**src/rtl/score_display_seq_pkg.sv**
```systemverilog
// Shared types and constants for the score display: colours, segment indices,
// digit glyph table and converter FSM state.
package score_disp_pkg;

  localparam logic [5:0] COL_RED    = 6'b110000;
  localparam logic [5:0] COL_GREEN  = 6'b001100;
  localparam logic [5:0] COL_BLUE   = 6'b000011;
  localparam logic [5:0] COL_YELLOW = 6'b111100;
  localparam logic [5:0] COL_ORANGE = 6'b110100;
  localparam logic [5:0] COL_WHITE  = 6'b111111;
  localparam logic [5:0] COL_BLACK  = 6'b000000;

  typedef enum logic [2:0] {
    SEG_A = 3'd0,
    SEG_B = 3'd1,
    SEG_C = 3'd2,
    SEG_D = 3'd3,
    SEG_E = 3'd4,
    SEG_F = 3'd5,
    SEG_G = 3'd6
  } seg_idx_e;

  // Bit n lights segment n of seg_idx_e (bit 6 = g ... bit 0 = a).
  localparam logic [6:0] SEG_TABLE [10] = '{
    7'b0111111,  // 0
    7'b0000110,  // 1
    7'b1011011,  // 2
    7'b1001111,  // 3
    7'b1100110,  // 4
    7'b1101101,  // 5
    7'b1111101,  // 6
    7'b0000111,  // 7
    7'b1111111,  // 8
    7'b1101111   // 9
  };

  typedef enum logic [1:0] {
    ST_IDLE   = 2'd0,
    ST_SHIFT  = 2'd1,
    ST_COMMIT = 2'd2
  } conv_state_e;

  function automatic logic [6:0] seg_lookup(input logic [3:0] d);
    if (d > 4'd9) return 7'b0000000;
    return SEG_TABLE[d];
  endfunction

  function automatic longint unsigned pow10(input int unsigned n);
    longint unsigned r = 1;
    for (int unsigned i = 0; i < n; i++) r = r * 10;
    return r;
  endfunction

endpackage

```
**src/rtl/score_display_seq_if.sv**
```systemverilog
// Pixel-timing bundle from the VGA timing generator.
interface score_display_seq_if;
  logic [9:0] col;
  logic [9:0] row;
  logic       valid;
  logic       frame_start;

  modport master (output col, row, valid, frame_start);
  modport slave  (input  col, row, valid, frame_start);
endinterface

```
**src/rtl/score_display_seq_bin2bcd.sv**
```systemverilog
// Sequential double-dabble binary-to-BCD converter with saturation to the
// largest NUM_DIGITS-digit decimal value.
module bin2bcd_seq
  import score_disp_pkg::*;
#(
  parameter int unsigned SCORE_W    = 17,
  parameter int unsigned NUM_DIGITS = 5
) (
  input  logic                    clk,
  input  logic                    reset,
  input  logic                    start,
  input  logic [SCORE_W-1:0]      bin,
  output logic                    busy,
  output logic                    done,
  output logic [4*NUM_DIGITS-1:0] bcd
);

  localparam int unsigned     BCD_W = 4 * NUM_DIGITS;
  localparam int unsigned     CNT_W = $clog2(SCORE_W + 1);
  localparam longint unsigned MAXV  = pow10(NUM_DIGITS) - 1;

  conv_state_e                state_q, state_d;
  logic [SCORE_W-1:0]         bin_q, bin_d;
  logic [BCD_W-1:0]           bcd_q, bcd_d;
  logic [CNT_W-1:0]           cnt_q, cnt_d;
  logic [SCORE_W-1:0]         bin_sat;
  logic [BCD_W-1:0]           bcd_adj;
  logic [BCD_W+SCORE_W-1:0]   shifted;

  assign bin_sat = (64'(bin) > MAXV) ? SCORE_W'(MAXV) : bin;

  always_ff @(posedge clk or posedge reset) begin
    if (reset) state_q <= ST_IDLE;
    else       state_q <= state_d;
  end

  always_comb begin
    state_d = state_q;
    case (state_q)
      ST_IDLE:   if (start) state_d = ST_SHIFT;
      ST_SHIFT:  if (cnt_q == CNT_W'(1)) state_d = ST_COMMIT;
      ST_COMMIT: state_d = ST_IDLE;
      default:   state_d = ST_IDLE;
    endcase
  end

  // Datapath next values and status decode.
  always_comb begin
    bin_d   = bin_q;
    bcd_d   = bcd_q;
    cnt_d   = cnt_q;
    busy    = (state_q != ST_IDLE);
    done    = (state_q == ST_COMMIT);
    bcd_adj = bcd_q;
    for (int i = 0; i < int'(NUM_DIGITS); i++) begin
      if (bcd_adj[4*i +: 4] >= 4'd5) bcd_adj[4*i +: 4] = bcd_adj[4*i +: 4] + 4'd3;
    end
    shifted = {bcd_adj, bin_q} << 1;
    case (state_q)
      ST_IDLE: begin
        if (start) begin
          bin_d = bin_sat;
          bcd_d = '0;
          cnt_d = CNT_W'(SCORE_W);
        end
      end
      ST_SHIFT: begin
        {bcd_d, bin_d} = shifted;
        cnt_d          = cnt_q - CNT_W'(1);
      end
      default: ;
    endcase
  end

  always_ff @(posedge clk or posedge reset) begin
    if (reset) begin
      bin_q <= '0;
      bcd_q <= '0;
      cnt_q <= '0;
    end else begin
      bin_q <= bin_d;
      bcd_q <= bcd_d;
      cnt_q <= cnt_d;
    end
  end

  assign bcd = bcd_q;

endmodule

```
**src/rtl/score_display_seq.sv**
```systemverilog
// Seven-segment score renderer: converts the score once per frame into a
// double-buffered digit register and draws it. Option: LEADING_ZERO_BLANK_EN.
module score_display_seq
  import score_disp_pkg::*;
#(
  parameter int unsigned NUM_DIGITS  = 5,
  parameter int unsigned SCORE_W     = 17,
  parameter int          X0          = 20,
  parameter int          Y0          = 70,
  parameter int          DIGIT_W     = 25,
  parameter int          DIGIT_PITCH = 26,
  parameter int          DIGIT_H     = 40,
  parameter int          THICK       = 5,
  parameter logic [5:0]  FG          = COL_GREEN,
  parameter logic [5:0]  BG          = COL_BLACK
) (
  input  logic                clk,
  input  logic                reset,
  score_display_seq_if.slave  vga,
  input  logic [SCORE_W-1:0]  score,
  output logic [5:0]          digit_rgb,
  output logic                busy
);

  localparam int unsigned BCD_W = 4 * NUM_DIGITS;
  localparam int          MID   = DIGIT_H / 2;
  localparam int          G_TOP = MID - THICK / 2;

  logic                  conv_done;
  logic [BCD_W-1:0]      conv_bcd;
  logic [BCD_W-1:0]      disp_q;
  logic [NUM_DIGITS-1:0] blank_c;
  logic                  lit_c;
  logic [5:0]            rgb_q;
  int                    px_dx, px_dy;
  logic [3:0]            dig_v;
  logic [6:0]            segs_v;

  bin2bcd_seq #(
    .SCORE_W   (SCORE_W),
    .NUM_DIGITS(NUM_DIGITS)
  ) u_conv (
    .clk  (clk),
    .reset(reset),
    .start(vga.frame_start),
    .bin  (score),
    .busy (busy),
    .done (conv_done),
    .bcd  (conv_bcd)
  );

  // Display buffer only changes on a completed conversion, never mid-shift.
  always_ff @(posedge clk or posedge reset) begin
    if (reset)          disp_q <= '0;
    else if (conv_done) disp_q <= conv_bcd;
  end

`ifdef LEADING_ZERO_BLANK_EN
  logic lead_c;
  always_comb begin
    lead_c  = 1'b1;
    blank_c = '0;
    for (int k = 0; k < int'(NUM_DIGITS); k++) begin
      lead_c     = lead_c && (disp_q[4*(int'(NUM_DIGITS)-1-k) +: 4] == 4'd0);
      blank_c[k] = lead_c && (k != int'(NUM_DIGITS) - 1);
    end
  end
`else
  assign blank_c = '0;
`endif

  // Region decode: which digit box the pixel is in, and whether it hits a lit segment.
  always_comb begin
    lit_c  = 1'b0;
    px_dx  = 0;
    dig_v  = 4'd0;
    segs_v = 7'b0000000;
    px_dy  = int'(vga.row) - Y0;
    for (int k = 0; k < int'(NUM_DIGITS); k++) begin
      px_dx  = int'(vga.col) - (X0 + k * DIGIT_PITCH);
      dig_v  = disp_q[4*(int'(NUM_DIGITS)-1-k) +: 4];
      segs_v = seg_lookup(dig_v);
      if (px_dx >= 0 && px_dx < DIGIT_W && px_dy >= 0 && px_dy < DIGIT_H && !blank_c[k]) begin
        if ((segs_v[SEG_A] && px_dy < THICK) ||
            (segs_v[SEG_D] && px_dy >= DIGIT_H - THICK) ||
            (segs_v[SEG_G] && px_dy >= G_TOP && px_dy < G_TOP + THICK) ||
            (segs_v[SEG_F] && px_dx < THICK && px_dy < MID) ||
            (segs_v[SEG_B] && px_dx >= DIGIT_W - THICK && px_dy < MID) ||
            (segs_v[SEG_E] && px_dx < THICK && px_dy >= MID) ||
            (segs_v[SEG_C] && px_dx >= DIGIT_W - THICK && px_dy >= MID))
          lit_c = 1'b1;
      end
    end
  end

  always_ff @(posedge clk or posedge reset) begin
    if (reset) rgb_q <= BG;
    else       rgb_q <= (lit_c && vga.valid) ? FG : BG;
  end

  assign digit_rgb = rgb_q;

endmodule

```
**src/flat_wrapper.sv**
```systemverilog
// flat-port wrapper written by rule: the top's interface ports become plain ports
module score_display_seq_flat import score_disp_pkg::*;
#(
  parameter int unsigned NUM_DIGITS  = 5,
  parameter int unsigned SCORE_W     = 17,
  parameter int          X0          = 20,
  parameter int          Y0          = 70,
  parameter int          DIGIT_W     = 25,
  parameter int          DIGIT_PITCH = 26,
  parameter int          DIGIT_H     = 40,
  parameter int          THICK       = 5,
  parameter logic [5:0]  FG          = COL_GREEN,
  parameter logic [5:0]  BG          = COL_BLACK
)
  (clk, reset, score, digit_rgb, busy, vga_col, vga_row, vga_valid, vga_frame_start);
  score_display_seq_if vga_i ();
  input  logic clk;
  input  logic reset;
  input  logic [SCORE_W-1:0] score;
  output logic [5:0] digit_rgb;
  output logic busy;
  input wire logic [$bits(vga_i.col)-1:0] vga_col;
  input wire logic [$bits(vga_i.row)-1:0] vga_row;
  input wire logic [$bits(vga_i.valid)-1:0] vga_valid;
  input wire logic [$bits(vga_i.frame_start)-1:0] vga_frame_start;
  assign vga_i.col = vga_col;
  assign vga_i.row = vga_row;
  assign vga_i.valid = vga_valid;
  assign vga_i.frame_start = vga_frame_start;
  score_display_seq #(.NUM_DIGITS(NUM_DIGITS), .SCORE_W(SCORE_W), .X0(X0), .Y0(Y0), .DIGIT_W(DIGIT_W), .DIGIT_PITCH(DIGIT_PITCH), .DIGIT_H(DIGIT_H), .THICK(THICK), .FG(FG), .BG(BG)) u_core (.clk(clk), .reset(reset), .vga(vga_i), .score(score), .digit_rgb(digit_rgb), .busy(busy));
endmodule
```
**config.mk**
```make
export PLATFORM = sky130hd
export DESIGN_NAME = score_display_seq_flat
export DESIGN_NICKNAME = d
export VERILOG_FILES = /design/src/rtl/score_display_seq_pkg.sv /design/src/rtl/score_display_seq_if.sv /design/src/rtl/score_display_seq_bin2bcd.sv /design/src/rtl/score_display_seq.sv /design/src/flat_wrapper.sv
export SDC_FILE = /design/constraint.sdc
export NUM_CORES = 1
export LEC_CHECK = 0
export BUFFER_PORTS_ARGS = -buffer_cell sky130_fd_sc_hd__buf_2
export CAP_MARGIN = 30
export CORE_MARGIN = 5
export CORE_UTILIZATION = 26
export CTS_CLUSTER_SIZE = 8
export DETAILED_ROUTE_END_ITERATION = 10
export GPL_ROUTABILITY_DRIVEN = 0
export PLACE_DENSITY_LB_ADDON = 0.12
export SLEW_MARGIN = 25
export SYNTH_ARGS = -nofsm -noshare
export SYNTH_HDL_FRONTEND = slang
export SYNTH_SLANG_ARGS = --single-unit
export TNS_END_PERCENT = 30
```
**constraint.sdc**
```tcl
create_clock -name clk -period 2.5 [get_ports clk]
set_input_delay 0 -clock clk [delete_from_list [all_inputs] [get_ports clk]]
set_output_delay 0 -clock clk [all_outputs]
set_load 0.02 [all_outputs]
```
==> results.py, run 1 <==
metrics = {
    "outcome": {
        "status": "finished, final reports clean",
    },
    "cells_and_area": {
        "layout-drive-gt1-share_pct": 18.1,
        "post-route-cell-area_um2": 7020,
        "antenna_cells": 0,
        "fin_cells": 1055,
        "final_core_util_pct": 32.2,
        "synthToLayoutAreaGrowth_pct": 22.0,
        "fin_nets": 878,
        "fillers": 2323,
    },
    "placement": {
        "placed_cell_area_um2": 6530,
        "dp.cells": 1021,
        "io_buffers": 43,
        "hpwlAfterDp_um": 12200,
        "pre_cts_ws_ns": -0.0492,
    },
    "worst_setup_path": {
        "r2r-start": "u_core.disp_q[8]$_DFFE_PP0N_",
        "startpoint_type": "flop",
        "critical_path.slowest_cell": "or4b_2",
        "r2r_setup_slack_ns": 0.13,
        "r2r_cells": 10,
        "r2r_end": "u_core.digit_rgb[2]$_DFF_PP0_",
        "timing.critical_path.buf_inv": 1,
        "max_stage_delay_ns": 0.66,
        "crit_start": "u_core.disp_q[8]$_DFFE_PP0N_",
        "cpLargestDelayFamily": "simple AND/OR/NAND/NOR gates",
        "cp_max_fo": 3,
        "path_cells": "inv_1 -> ha_1 -> nor2_1 -> o21a_1 -> or4b_2 -> o32ai_4 -> o211ai_1 -> nand4_1 -> a221oi_2 -> o221ai_1",
        "end_kind": "flop",
        "required_ns": 2.74,
        "crit_arrival_ns": 2.61,
        "crit_type": "flop to flop",
    },
    "floorplan": {
        "num_rows": 54,
        "ioPinCount": 48,
        "die-area_um2": 25200,
        "fp.dieW_um": 159,
        "core_area_um2": 21800,
        "start_util_pct": 26.4,
        "die_h_um": 159,
    },
    "timing": {
        "drv_slew": 0,
        "finClkSkew_ns": 0.00730,
        "final-hold-violation-count": 0,
        "relSlewSlack_pct": 60.6,
        "setup_viol": 0,
        "timing.final.crit_share_pct": 94.9,
        "layout_setup_ws_ns": 0.127,
        "fmax_ghz": 0.421,
        "rsz0062_at_grt": "false",
        "period_minus_slack_ns": 2.37,
        "worstMarginPinSlew_ns": 0.591,
    },
    "yosys": {
        "synth_edf_count": 0,
        "synth_ff_type": "dfrtp_1",
        "synth_compound_area_share_pct": 25.7,
        "synth-adder-area-share_pct": 14.3,
        "ys_ff_latch": 65,
        "yosysUniqueCellTypes": 75,
        "synth_warnings": 0,
        "synth_xor_area_share_pct": 3.20,
        "syn_inst": 682,
        "async_reset_ff_share_pct": 100,
        "synth_top_family_by_area": "compound AO/OA/AOI/OAI gates",
        "yosysSeqAreaShare_pct": 28.3,
        "muxShareOfSynthArea_pct": 2.83,
        "syn_area_um2": 5760,
        "syn_avg_cell_area_um2": 8.44,
        "synthSimpleGateAreaFrac_pct": 19.3,
    },
    "cts": {
        "numCtsBuffers": 9,
        "clk_latency_ns": 0.33,
        "root_buffer": "clkbuf_16",
        "tritoncts": "built",
        "htree_levels": 3,
        "cts.clk_slew.worst_paths_ns": 0.06,
        "clkSinkCount": 65,
        "clock_tree.buffer_depth": 2,
    },
    "global_route": {
        "grt_pass1_wl_um": 26200,
        "grt_pass1_vias": 5138,
        "antenna_found_initial": 0,
        "track_usage_pct": 12.2,
        "grt_max_degree": 31,
        "overflow": 0,
    },
    "routing": {
        "routed_via_density": 5.03,
        "avgRoutedWirePerCell_um": 15.0,
        "firstDrtPassIters": 5,
        "ant_nets": 0,
        "first_iter_violations": 288,
        "post-route-drc-count": 0,
        "totalWireLength_um": 15800,
        "num_vias": 5306,
    },
    "power_and_ir_drop": {
        "p_leak_nw": 3.16,
        "p_per_area_nw_per_um2": 841,
        "power_w": 0.00590,
        "peakVddDrop_v": 0.000458,
    },
    "min_path": {
        "min_path_cells": 3,
        "hold-path-endpoint": "u_core.u_conv.bin_q[15]$_DFFE_PP0P_",
        "hp-start": "score[15]",
        "hp-class": "input port to flop",
    },
    "flow_run": {
        "maxCapViolations": 0,
    },
}
[routing by layer]
metal / GRT usage [%] / vias to the layer above / share of wire (%)
met5: 0 / - / 0
met3: 2.00 / 24 / 3.8
met1: 16.7 / 2508 / 48
met4: 4.26 / 0 / 2.3
li1: - / 2656 / -
met2: 19.7 / 118 / 46
[synth_stat cells, types with 4 or more instances]
| master | n | share of area, % |
|---|---|---|
| a211oi_1 | 7 | 0.91 |
| xor2_1 | 9 | 1.4 |
| o32ai_1 | 6 | 0.91 |
| nand3_1 | 14 | 1.2 |
| dfrtp_1 | 65 | 28 |
| o22ai_1 | 17 | 1.8 |
| nor2_1 | 48 | 3.1 |
| nor4b_1 | 4 | 0.61 |
| nor3b_1 | 8 | 1.0 |
| nand2_1 | 55 | 3.6 |
| mux2i_1 | 5 | 0.87 |
| a32o_1 | 7 | 1.2 |
| nor4_1 | 4 | 0.43 |
| o31ai_1 | 7 | 0.91 |
| a22oi_1 | 5 | 0.65 |
| ha_1 | 66 | 14 |
| nor3_1 | 9 | 0.78 |
| o21bai_1 | 5 | 0.65 |
| a31oi_1 | 6 | 0.65 |
| buf_4 | 7 | 0.91 |
| or3_1 | 5 | 0.54 |
| nand4_1 | 4 | 0.43 |
| a222oi_1 | 6 | 1.0 |
| o211ai_1 | 7 | 0.91 |
| o21ai_0 | 57 | 5.0 |
| and2_1 | 8 | 0.87 |
| nand2b_1 | 17 | 1.8 |
| nand3b_1 | 4 | 0.52 |
| nor2b_1 | 10 | 1.1 |
| a211o_1 | 4 | 0.61 |
| clkbuf_1 | 23 | 1.5 |
| inv_1 | 50 | 3.3 |
| xnor2_1 | 12 | 1.8 |
| buf_2 | 4 | 0.35 |
| mux2_2 | 10 | 2.0 |
| a21oi_1 | 48 | 4.2 |
[repair_timing]
action / in CTS / in global routing
gates resized for setup: 1 / 3
hold endpoints to repair: 40 / 0
setup endpoints to repair: 1 / 1
pin swaps: 0 / 1
hold buffers: 16 / 0
setup buffers: 0 / 3
[stage by stage]
stage,TNS (ns),hold slack (ns)
after floorplan,0,0.125
after global placement,0,0.0929
after detailed placement,-0.0492,0.113
after CTS,0,0.00675
after global routing,0,0.0641
final,0,0.0177
[power breakdown]
part,total [W],leakage (nW),internal (W),switching [W]
logic,0.00273,2.20,0.00120,0.00153
clock network,0.00122,0.142,0.000765,0.000452
registers,0.00196,0.820,0.00148,0.000478
total,0.00590,3.16,0.00344,0.00246
[placed cells by master, fill, tap and decap left out, types with 6 or more instances in the layout]
cell type	instances
clkbuf_16	9
nor3_1	9
dfrtp_1	64
buf_4	52
o211ai_1	7
o21ai_0	57
a21oi_1	48
buf_2	43
mux2_2	10
a222oi_1	6
o31ai_1	7
xnor2_1	12
and2_1	8
a211oi_1	7
nand2_1	55
nor2_1	48
xor2_1	9
a31oi_1	6
nand2b_1	17
dlygate4sd3_1	16
a32o_1	7
inv_1	48
o22ai_1	17
nor2b_1	10
ha_1	66
nand3_1	14
nor3b_1	8
[worst reg2reg max path, stage by stage (launching register included)]
cell and delay (ns):
dfrtp_2 0.41, inv_1 0.08, ha_1 0.16, nor2_1 0.05, o21a_1 0.20, or4b_2 0.66
o32ai_4 0.17, o211ai_1 0.14, nand4_1 0.17, a221oi_2 0.08, o221ai_1 0.18
[how the worst max path moves through the flow]
stage	slack (ns)	cells after the start	endpoint
6_report	0.13	10	u_core.digit_rgb[2]$_DFF_PP0_
5_1_grt	0.04	10	u_core.digit_rgb[2]$_DFF_PP0_
4_1_cts	0.04	10	u_core.digit_rgb[2]$_DFF_PP0_
3_5_place_dp	-0.05	14	u_core.digit_rgb[2]$_DFF_PP0_
3_3_place_gp	0.06	14	u_core.digit_rgb[2]$_DFF_PP0_
2_1_floorplan	0.03	12	u_core.digit_rgb[2]$_DFF_PP0_
[flip-flops by register name, summed over array words and instances (netlist names)]
signal,cells
u_core.u_conv.bcd,20
u_core.digit_rgb,1
u_core.disp_q,20
u_core.u_conv.state_q,2
u_core.u_conv.cnt_q,5
u_core.u_conv.bin_q,17
[area by class of cell]
class                      instances  area (µm²)  area share (%)
inverter                          50         188            2.67
multi-input combinational        534        3800            54.2
sequential                        65        1630            23.2
timing repair buffer             111         766            10.9
clock inverter                     5        57.6           0.820
clock buffer                      10         229            3.26
tap                              280         350            4.99
[cell families after synthesis]
family / count (synthesis)
mux: 15
compound gates: 218
other cells: 1
xor+xnor: 21
flops: 65
simple gates: 210
buf+inv: 86
fa+ha+maj: 66
No activity file was read; power rests on OpenSTA's default activity.
==> run 2: changes to the inputs <==
--- a/config.mk
+++ b/config.mk
@@ -7,12 +7,13 @@
 export LEC_CHECK = 0
 export BUFFER_PORTS_ARGS = -buffer_cell sky130_fd_sc_hd__buf_2
 export CAP_MARGIN = 30
-export CORE_MARGIN = 5
+export CORE_MARGIN = 1
 export CORE_UTILIZATION = 26
 export CTS_CLUSTER_SIZE = 8
 export DETAILED_ROUTE_END_ITERATION = 10
 export GPL_ROUTABILITY_DRIVEN = 0
 export PLACE_DENSITY_LB_ADDON = 0.12
+export SETUP_SLACK_MARGIN = 0.3
 export SLEW_MARGIN = 25
 export SYNTH_ARGS = -nofsm -noshare
 export SYNTH_HDL_FRONTEND = slang
==> run 2 against run 1 <==
Effect of this change:
- cell count shrank 0.76%
- sequential power is essentially flat
- total power grew 1.3%
- setup slack gained 0.21 ns
- clock skew grew 0.0013 ns
- critical path type unchanged
- largest cell class unchanged
- largest power group unchanged
==> results.py, run 2 (synthesis gave the netlist of run 1 again) <==
metrics = {
    "outcome": {
        "status": "finished, final reports clean",
    },
    "cts": {
        "clkSinkCount": 65,
        "clk_latency_ns": 0.33,
        "clock_tree.buffer_depth": 2,
        "numCtsBuffers": 9,
        "tritoncts": "built",
        "root_buffer": "clkbuf_16",
        "cts.clk_slew.worst_paths_ns": 0.06,
        "htree_levels": 3,
    },
    "routing": {
        "first_iter_violations": 289,
        "totalWireLength_um": 15500,
        "wl_met3_um": 523,
        "ant_nets": 0,
        "dr_wl_met2_um": 7180,
        "avgRoutedWirePerCell_um": 14.8,
        "firstDrtPassIters": 5,
        "post-route-drc-count": 0,
        "wirelength_met1_um": 7570,
        "num_vias": 5278,
        "top_layer": "met4",
        "routed_via_density": 5.04,
    },
    "worst_setup_path": {
        "crit_type": "flop to flop",
        "startpoint_type": "flop",
        "end_kind": "flop",
        "crit_arrival_ns": 2.41,
        "cp_max_fo": 4,
        "required_ns": 2.74,
    },
    "flow_run": {
        "maxCapViolations": 0,
    },
    "global_route": {
        "antenna_found_initial": 0,
        "grt_max_degree": 66,
        "overflow": 0,
        "grt_pass1_wl_um": 25400,
        "grt_pass1_vias": 5081,
        "track_usage_pct": 14.0,
    },
    "floorplan": {
        "start_util_pct": 26.5,
        "die-area_um2": 22700,
        "ioPinCount": 48,
        "fp.dieW_um": 151,
        "die_h_um": 151,
        "num_rows": 54,
        "core_area_um2": 21800,
    },
    "timing": {
        "rsz0062_at_grt": "true",
        "fmax_ghz": 0.461,
        "drv_slew": 0,
        "period_minus_slack_ns": 2.17,
        "timing.final.crit_share_pct": 86.7,
        "finClkSkew_ns": 0.00862,
        "setup_viol": 0,
        "relSlewSlack_pct": 49.4,
        "final-hold-violation-count": 0,
        "fin_hold_ws_ns": 0.00917,
        "setup_tns_ns": 0,
        "layout_setup_ws_ns": 0.333,
        "worstMarginPinSlew_ns": 0.758,
    },
    "cells_and_area": {
        "most-common-layout-cells": "62 x dfrtp_1, 61 x ha_1, 56 x o21ai_0",
        "fillers": 2283,
        "fin_nets": 870,
        "synthToLayoutAreaGrowth_pct": 23.5,
        "layout-drive-gt1-share_pct": 20.7,
        "multi_input_area_um2": 3920,
        "seq_area_um2": 1630,
        "antenna_cells": 0,
        "final_common_cell": "dfrtp_1",
    },
    "placement": {
        "hpwlAfterDp_um": 11700,
        "pre_cts_ws_ns": -0.0364,
        "io_buffers": 43,
    },
    "power_and_ir_drop": {
        "p_leak_nw": 3.13,
        "peakVddDrop_v": 0.000449,
        "p_per_area_nw_per_um2": 841,
    },
    "min_path": {
        "hp-class": "input port to flop",
    },
}
## run 2: layout make-up
cell class                 count  share of cell area (%)
multi-input combinational    534                    55.1
sequential                    65                    22.9
timing repair buffer         103                    10.2
tap                          280                    4.93
clock buffer                  10                    3.36
inverter                      50                    2.71
clock inverter                 5                   0.792
## run 2: path summary, 6_finish.rpt
check,depth (start not counted),slack [ns],end,start
min in group asynchronous,4,0.26,u_core.u_conv.bin_q[5]$_DFFE_PP0P_,reset
worst max-delay path,10,0.33,u_core.digit_rgb[2]$_DFF_PP0_,u_core.disp_q[8]$_DFFE_PP0N_
worst max register to register,10,0.33,u_core.digit_rgb[2]$_DFF_PP0_,u_core.disp_q[8]$_DFFE_PP0N_
worst min-delay path,3,0.009,u_core.digit_rgb[2]$_DFF_PP0_,vga_valid
worst min register to register,2,0.48,u_core.u_conv.bin_q[15]$_DFFE_PP0P_,u_core.u_conv.bin_q[15]$_DFFE_PP0P_
max in group asynchronous,4,1.88,u_core.disp_q[4]$_DFFE_PP0N_,reset
## run 2: per-layer routing
metal,global-route usage (%),up-vias
met1,18.6,2527
met3,1.96,16
met4,5.15,0
met2,23.1,104
met5,0,-
li1,-,2631
## run 2: critical path, cell delays in order, from the launching register on
cell and delay, ns:
dfrtp_2 0.42, inv_2 0.08, ha_4 0.13, nor2_1 0.04, o21a_2 0.22, or4b_4 0.50
o32ai_4 0.13, o211ai_1 0.12, nand4_1 0.15, a221oi_2 0.08, o221ai_1 0.19
## run 2: repair_timing
item,CTS,global route
gates cloned,0,0
hold buffers,16,0
resized for setup,7,20
endpoints found under the hold margin,80,0
setup endpoints to repair,1,1
buffers inserted,4,0
pin swaps,4,8
## run 2: power breakdown
group | switching, W | leakage, nW | internal (W)
Clock | 0.000462 | 0.144 | 0.000791
Sequential | 0.000483 | 0.819 | 0.00148
Combinational | 0.00154 | 2.17 | 0.00122
## run 2: metrics by stage
stage | instance area (µm²) | utilization [%] | power [W] | instances
after floorplan | 5840 | - | 0.00388 | 685
after detailed placement | 6520 | 30.0 | 0.00465 | 1012
after global placement | 6520 | 30.0 | 0.00459 | 1012
final | 7110 | 32.7 | 0.00598 | 1047
after CTS | 7040 | 32.3 | 0.00601 | 1047
after global routing | 7110 | 32.7 | 0.00655 | 1047
